`src/rtl/mrv_sram_arb_pkg.sv`:
```
// Shared types for the imem/dmem SRAM port arbiter.
// State encoding, response owner tags and the request bundle.
package mrv_sram_arb_pkg;

    typedef enum logic [1:0] {
        IDLE   = 2'd0,
        LOCK_I = 2'd1,
        LOCK_D = 2'd2
    } arb_state_e;

    localparam logic OWN_I = 1'b0;
    localparam logic OWN_D = 1'b1;

    localparam int STARVE_W = 4;
    typedef logic [STARVE_W-1:0] starve_t;

    typedef struct packed {
        logic        cen;
        logic        wen;
        logic [3:0]  strb;
        logic [31:0] addr;
        logic [31:0] wdata;
    } sram_req_t;

    localparam sram_req_t REQ_NONE = '0;

    function automatic starve_t starve_inc(input starve_t c);
        return (&c) ? c : c + 1'b1;
    endfunction

endpackage

```
`src/rtl/mrv_sram_arbiter.sv`:
```
// Shares one SRAM port between imem and dmem: dmem priority, imem
// anti-starvation, grant locked across stalls, response routed to owner.
module mrv_sram_arbiter
    import mrv_sram_arb_pkg::*;
#(
    parameter int STARVE_LIMIT = 4,
    parameter bit DMEM_FIRST   = 1'b1
) (
    input  logic        g_clk,
    input  logic        g_resetn,
    input  logic        imem_cen,
    input  logic        imem_wen,
    input  logic [3:0]  imem_strb,
    input  logic [31:0] imem_addr,
    input  logic [31:0] imem_wdata,
    output logic        imem_stall,
    output logic        imem_error,
    output logic [31:0] imem_rdata,
    input  logic        dmem_cen,
    input  logic        dmem_wen,
    input  logic [3:0]  dmem_strb,
    input  logic [31:0] dmem_addr,
    input  logic [31:0] dmem_wdata,
    output logic        dmem_stall,
    output logic        dmem_error,
    output logic [31:0] dmem_rdata,
    output logic        mem_cen,
    output logic        mem_wen,
    output logic [3:0]  mem_strb,
    output logic [31:0] mem_addr,
    output logic [31:0] mem_wdata,
    input  logic        mem_stall,
    input  logic        mem_error,
    input  logic [31:0] mem_rdata
);

    localparam starve_t LIMIT = starve_t'(STARVE_LIMIT);

    arb_state_e state_q;
    starve_t    starve_q;
    logic       rsp_valid_q;
    logic       rsp_owner_q;

    sram_req_t  i_req;
    sram_req_t  d_req;
    sram_req_t  m_req;
    logic       gnt_i;
    logic       gnt_d;
    logic       i_wins;
    logic       acc_i;
    logic       own_i;
    logic       own_d;

    // Gating cen with reset keeps mem_cen and both stalls low while held.
    assign i_req = '{
        cen:   imem_cen & g_resetn,
        wen:   imem_wen,
        strb:  imem_strb,
        addr:  imem_addr,
        wdata: imem_wdata
    };

    assign d_req = '{
        cen:   dmem_cen & g_resetn,
        wen:   dmem_wen,
        strb:  dmem_strb,
        addr:  dmem_addr,
        wdata: dmem_wdata
    };

    assign i_wins = (starve_q >= LIMIT) || !DMEM_FIRST;

    always_comb begin
        gnt_i = 1'b0;
        gnt_d = 1'b0;
        unique case (state_q)
            LOCK_I: gnt_i = i_req.cen;
            LOCK_D: gnt_d = d_req.cen;
            default: begin
                if (i_req.cen && d_req.cen) begin
                    gnt_i = i_wins;
                    gnt_d = !i_wins;
                end else begin
                    gnt_i = i_req.cen;
                    gnt_d = d_req.cen;
                end
            end
        endcase
    end

    always_comb begin
        m_req = REQ_NONE;
        unique case (1'b1)
            gnt_i:   m_req = i_req;
            gnt_d:   m_req = d_req;
            default: m_req = REQ_NONE;
        endcase
    end

    assign mem_cen   = m_req.cen;
    assign mem_wen   = m_req.wen;
    assign mem_strb  = m_req.strb;
    assign mem_addr  = m_req.addr;
    assign mem_wdata = m_req.wdata;

    assign imem_stall = i_req.cen & (~gnt_i | mem_stall);
    assign dmem_stall = d_req.cen & (~gnt_d | mem_stall);

    assign acc_i = gnt_i & ~mem_stall;

    always_ff @(posedge g_clk or negedge g_resetn) begin
        if (!g_resetn) begin
            state_q     <= IDLE;
            starve_q    <= '0;
            rsp_valid_q <= 1'b0;
            rsp_owner_q <= OWN_I;
        end else begin
            if (gnt_i && mem_stall) begin
                state_q <= LOCK_I;
            end else if (gnt_d && mem_stall) begin
                state_q <= LOCK_D;
            end else begin
                state_q <= IDLE;
            end
            if (acc_i) begin
                starve_q <= '0;
            end else if (imem_cen) begin
                starve_q <= starve_inc(starve_q);
            end
            rsp_valid_q <= mem_cen & ~mem_stall;
            rsp_owner_q <= gnt_d ? OWN_D : OWN_I;
        end
    end

    assign own_i = rsp_valid_q & (rsp_owner_q == OWN_I);
    assign own_d = rsp_valid_q & (rsp_owner_q == OWN_D);

    assign imem_rdata = own_i ? mem_rdata : '0;
    assign imem_error = own_i & mem_error;
    assign dmem_rdata = own_d ? mem_rdata : '0;
    assign dmem_error = own_d & mem_error;

endmodule

```
`config.mk`:
```
export PLATFORM = sky130hd
export DESIGN_NAME = mrv_sram_arbiter
export DESIGN_NICKNAME = d
export VERILOG_FILES = /design/src/rtl/mrv_sram_arb_pkg.sv /design/src/rtl/mrv_sram_arbiter.sv
export SDC_FILE = /design/constraint.sdc
export NUM_CORES = 1
export LEC_CHECK = 0
export CAP_MARGIN = 20
export CELL_PAD_IN_SITES_DETAIL_PLACEMENT = 0
export CELL_PAD_IN_SITES_GLOBAL_PLACEMENT = 1
export CORE_MARGIN = 2
export CORE_UTILIZATION = 12
export CTS_CLUSTER_SIZE = 24
export DETAILED_ROUTE_END_ITERATION = 7
export PLACE_DENSITY = 0.91
export SLEW_MARGIN = 5
export SYNTH_ARGS = -nofsm -noshare
export SYNTH_HDL_FRONTEND = slang
export SYNTH_SLANG_ARGS = --single-unit
```
`constraint.sdc`:
```
create_clock -name g_clk -period 3.3 [get_ports g_clk]
set_input_delay 0.825 -clock g_clk [delete_from_list [all_inputs] [get_ports g_clk]]
set_output_delay 0.825 -clock g_clk [all_outputs]
set_load 0.01 [all_outputs]
```
Word-level counts from Yosys, hierarchy flattened. Index checks and enable logic that the tools add are counted.

Equality and inequality tests: 3. Multiplexer cells: 13. Order comparisons: 1. $add $sub $neg: 1. Bitwise logic cells: 16. Reductions and logical operators: 7.

Operators with widths (count): case mux 70 bit (2 select lines) (1); two-way mux 32 bit (2); two-way mux 4 bit (3); AND 1 bit (10); adder 4 x 1 -> 4 bit (second input constant) (1); greater-or-equal comparator 4 x 3 -> 1 bit (second input constant) (1); two-way mux 2 bit (2); inverter 1 bit (4); case mux 1 bit (2 select lines) (2); AND reduction 4 bit (1); logical AND 1 bit (3); two-way mux 1 bit (3); equality test 2 x 1 -> 1 bit (second input constant) (1); equality test 2 bit (second input constant) (1); inequality test 2 bit (second input constant) (1); bitwise OR 1 bit (2); AND reduction 2 bit (1); nonzero test 2 bit (1); zero test 1 bit (1).

Word-level logic and storage cells: 45. Bits of input ports: 176. Register bits after elaboration: 8. Output and inout bits: 138.

Depth between registers and ports, before layout. Gate-level depths: netlist of the first run.

Depth in word-level cells: 7. Mapped depth: 7. Mapped depth without buffers: 5.

Worst setup path after synthesis of the first run. Ideal clock, no wire load.

Path type: input-to-output. From: input port imem_cen. To: output port mem_addr[0]. Path slack: 736 ps. Cell stages on the path: 6. Buffers on the path: 3. Arrival: 1739 ps. Data required time: 2475 ps. Path through: buf_2 -> o211a_1 -> o21a_1 -> buf_6 -> buf_6 -> a22o_1.

Longest elaborated chain between the ends: 5. Elaborated cells between the ends (all ways): 7. Those cells by class: mux: 5; bitwise: 1; reduce/logical: 1.

Ends and longest elaborated chain: start: declaration (line mrv_sram_arbiter.sv:11) `input logic imem_cen,`; AND 1 bit * (line mrv_sram_arbiter.sv:56) `cen: imem_cen & g_resetn,`; logical AND 1 bit (line mrv_sram_arbiter.sv:80) `if (i_req.cen && d_req.cen) begin`; two-way mux 1 bit (line mrv_sram_arbiter.sv:80); case mux 1 bit (2 select lines) (line mrv_sram_arbiter.sv:76) `unique case (state_q)`; case mux 70 bit (2 select lines) * (line mrv_sram_arbiter.sv:93) `unique case (1'b1)`; end: declaration (line mrv_sram_arbiter.sv:30) `output logic [31:0] mem_addr,`.

Every way passes the cells marked *; elsewhere a longest branch is shown, timed or not.

Worst setup path after layout of the first run.
From: input port g_resetn. To: output port mem_addr[26].

Longest elaborated chain between the ends: 5. Elaborated cells between the ends (all ways): 8. Those cells by class: mux: 5; bitwise: 2; reduce/logical: 1.

Ends and longest elaborated chain: start: declaration (line mrv_sram_arbiter.sv:10) `input logic g_resetn,`; AND 1 bit (on tied branches) (line mrv_sram_arbiter.sv:56, mrv_sram_arbiter.sv:64); logical AND 1 bit (line mrv_sram_arbiter.sv:80); two-way mux 1 bit (line mrv_sram_arbiter.sv:80); case mux 1 bit (2 select lines) (line mrv_sram_arbiter.sv:76); case mux 70 bit (2 select lines) * (line mrv_sram_arbiter.sv:93).

Marks and branches as above.

==> results of run 1 <==
[per-layer routing]
metal  vias to the layer above  track usage, %  wire [um]
met3                         0            2.74       1090
li1                       1444               -          -
met4                         0            1.36          0
met5                         -               0          0
met1                      1349            17.3       4540
met2                       182            25.2       5910
[stage by stage]
step / area (um2) / setup TNS, ns / setup WS [ns]
floorplan: 1680 / 0 / 0.736
global placement: 5050 / -23.47 / -0.412
detailed placement: 5050 / -24.66 / -0.415
CTS: 5250 / 0 / 0.000902
global route: 5280 / 0 / 0.00358
finish: 5280 / 0 / 0.0698
[power breakdown]
group | switching (mW) | internal (mW) | total [mW]
sequential | 0.0305 | 0.124 | 0.154
combinational | 0.398 | 0.606 | 1.00
clock | 0.0493 | 0.156 | 0.206
total | 0.478 | 0.887 | 1.36
[cell families (layout without fill, tap and decap cells)]
kind of cell	Yosys count	in the layout	synth area share, %
buffers and inverters	31	350	12.0
and+or+nand+nor	84	84	32.5
adders and majority gates	3	3	2.23
AOI/OAI and AO/OA	81	81	41.3
DFF	8	8	11.9
[state kept, by name, summed over array words and instances (netlist names)]
name         cells
starve_q         4
state_q          2
rsp_owner_q      1
rsp_valid_q      1
[Yosys cell counts (all sizes together)]
cell type and instances:
and3 35, o21a 3, nand4 2, o211ai 1, and2 34, dfrtp 8, and4 1, nand3 1
or2 1, clkbuf 9, ha 3, nand2 1, inv 5, a211oi 1, nor3b 1, nor3 3
a22o 69, nor2 1, nor2b 1, nand3b 1, nand2b 1, buf 17, o211a 3, a31oi 1
a21oi 2, nand4bb 1, a21boi 1
[final cells by class]
type / instances / share of cell area (%)
flip-flops and latches: 8 / 3.79
inverters: 5 / 0.355
well taps: 180 / 4.27
multi-input cells: 168 / 24.5
clock buffers: 3 / 1.42
repair buffers: 342 / 65.6
[placed cells by master (no fill, tap or decap), types with 2 or more instances in the layout]
cell type	netlist	layout
o211a_1	3	3
dlygate4sd2_1	0	59
nor3_1	2	2
inv_1	5	5
bufbuf_16	0	2
buf_6	8	3
buf_16	0	3
and2_1	34	34
buf_12	0	6
clkdlybuf4s50_1	0	240
buf_4	6	18
nand4_1	2	2
o21a_1	3	2
clkdlybuf4s15_1	0	8
dfrtp_1	8	8
a21oi_1	2	2
ha_1	3	3
and3_1	35	35
a22o_1	69	69
clkbuf_16	0	3
[timing repair]
| item | 4_1_cts | 5_1_grt |
|---|---|---|
| endpoints found under the setup margin | 72 | 12 |
| pin swaps | 2 | 2 |
| endpoints found under the hold margin | 0 | 0 |
| setup buffers | 5 | 1 |
| hold buffers | 0 | 0 |
| gates cloned | 5 | 0 |
| gates resized for setup | 80 | 11 |
[worst max path at each step]
stage,slack (ns),endpoint,from,cells past startpoint
2_1_floorplan,0.74,mem_addr[0],imem_cen,6
3_3_place_gp,-0.41,mem_wdata[27],g_resetn,6
3_5_place_dp,-0.42,mem_wdata[27],g_resetn,6
4_1_cts,0.0009,mem_addr[23],imem_cen,7
5_1_grt,0.004,mem_addr[26],g_resetn,8
6_report,0.07,mem_addr[26],g_resetn,8
==> flow_metrics.env, run 1 <==
export IMPL_status="complete, no violations"
export IMPL_p_total_mw=1.36
export IMPL_r2r_end="state_q[1]"
export IMPL_fin_crit_ns=3.23
export IMPL_timing_critical_path_buf_inv=5
export IMPL_drt_iter0_markers=92
export IMPL_power_density_nw_per_um2=258
export IMPL_ys_top_cells_by_area="a22o_1 36%, and3_1 13%, and2_1 13%"
export IMPL_drive_above_1_share_pct=7.98
export IMPL_cts_buffers_inserted=3
export IMPL_n_antenna_cell=0
export IMPL_clock_skew_ns=0.000918
export IMPL_overflow=0
export IMPL_ys_seq_area_share_pct=11.9
export IMPL_cp_arrival_ns=2.41
export IMPL_rr_startpoint="state_q[0]"
export IMPL_clockBufferDepth=2
export IMPL_max_freq_mhz=310
export IMPL_clk_pin_slew_worst_paths_ns=0.04
export IMPL_wl_um=11500
export IMPL_wire_per_inst_um=16.3
export IMPL_drc=0
export IMPL_grt_pass1_wl_um=16200
export IMPL_vias=2975
export IMPL_setup_violations=0
export IMPL_hp_class="input pin to asynchronous set/reset pin"
export IMPL_grt_max_degree=34
export IMPL_grt_pass1_vias=2922
export IMPL_chipHeight_um=122
export IMPL_tightest_slew_ns=0.245
export IMPL_r2r_cells=8
export IMPL_slew_viol_final=0
export IMPL_synth_top_area_share_pct=35.9
export IMPL_cap_violations=0
export IMPL_cp_top_family="buffers and inverters"
export IMPL_die_x_um=122
export IMPL_final_util_pct=38.3
export IMPL_layout_nets=707
export IMPL_netlist_instances=207
export IMPL_seqCellArea_um2=200
export IMPL_portBuffers=313
export IMPL_row_count=43
export IMPL_r2r_setup_slack_ns=1.51
export IMPL_avgViaCountPerCell=4.21
export IMPL_die_area_um2=15000
export IMPL_placedCellCount=692
export IMPL_cp_required_ns=2.47
export IMPL_synth_warning_count=0
export IMPL_multiInputGateArea_um2=1300
export IMPL_num_fill_cells=1402
export IMPL_final_hold_viol_count=0
export IMPL_relSlewSlack_pct=83.7
export IMPL_synth_seq_cells=8
export IMPL_root_buffer="clkbuf_16"
export IMPL_dp_hpwl_um=8930
export IMPL_synthDistinctLibCells=30
export IMPL_syn_nets=386
export IMPL_endpoint_kind="output pin"
export IMPL_grt_util_all_layers_pct=13.8
export IMPL_synth_top_cell_by_area="a22o_1"
export IMPL_hold_slack_ns=0.539
export IMPL_power_leakage_nw=2.44
export IMPL_timing_critical_path_cells="buf_2 > buf_4 > nand4bb_4 > o21a_4 > buf_4 > bufbuf_16 > a22o_1 > dlygate4sd2_1"
export IMPL_period_share_pct=97.9
export IMPL_cts_tree="yes"
export IMPL_first_pass_iters=4
export IMPL_ir_drop_mv=0.135
export IMPL_io_pins=314
export IMPL_h_tree_depth=1
export IMPL_rsz0062_at_grt="false"
export IMPL_crit_fanout=11
export IMPL_fin_cells=706
export IMPL_cpPeakStageDelay_ns=0.28
export IMPL_worstSetupPathType="input pin to output pin"
export IMPL_startpoint_type="input pin"
export IMPL_syn_avg_cell_area_um2=8.13
export IMPL_area_growth_pct=214
export IMPL_cts_sinks=8
export IMPL_antenna_found_initial=0
export IMPL_synth_area_um2=1680
export IMPL_core_area_um2=13800
export IMPL_globalplace_congestion=0.780
export IMPL_crit_slowest_cell="dlygate4sd2_1"
export IMPL_cp_common_cell="buf_4"
export IMPL_clock_latency_ns=0.23
export IMPL_start_util_pct=12.2
export IMPL_route_antenna_remaining_nets=0
(Power assumes the default switching activity.)
==> run 2: changes to the inputs <==
--- a/config.mk
+++ b/config.mk
@@ -12,6 +12,7 @@
 export CORE_UTILIZATION = 12
 export CTS_CLUSTER_SIZE = 24
 export DETAILED_ROUTE_END_ITERATION = 7
+export HOLD_SLACK_MARGIN = 0.15
 export PLACE_DENSITY = 0.91
 export SLEW_MARGIN = 5
 export SYNTH_ARGS = -nofsm -noshare
==> results of run 2 <==
Final layout, timing and power as in run 1 (identical DEF).
==> run 3: changes to the inputs <==
--- a/config.mk
+++ b/config.mk
@@ -18,3 +18,4 @@
 export SYNTH_ARGS = -nofsm -noshare
 export SYNTH_HDL_FRONTEND = slang
 export SYNTH_SLANG_ARGS = --single-unit
+export TNS_END_PERCENT = 20
==> results of run 3 <==
Final layout, timing and power as in run 1 (identical DEF).
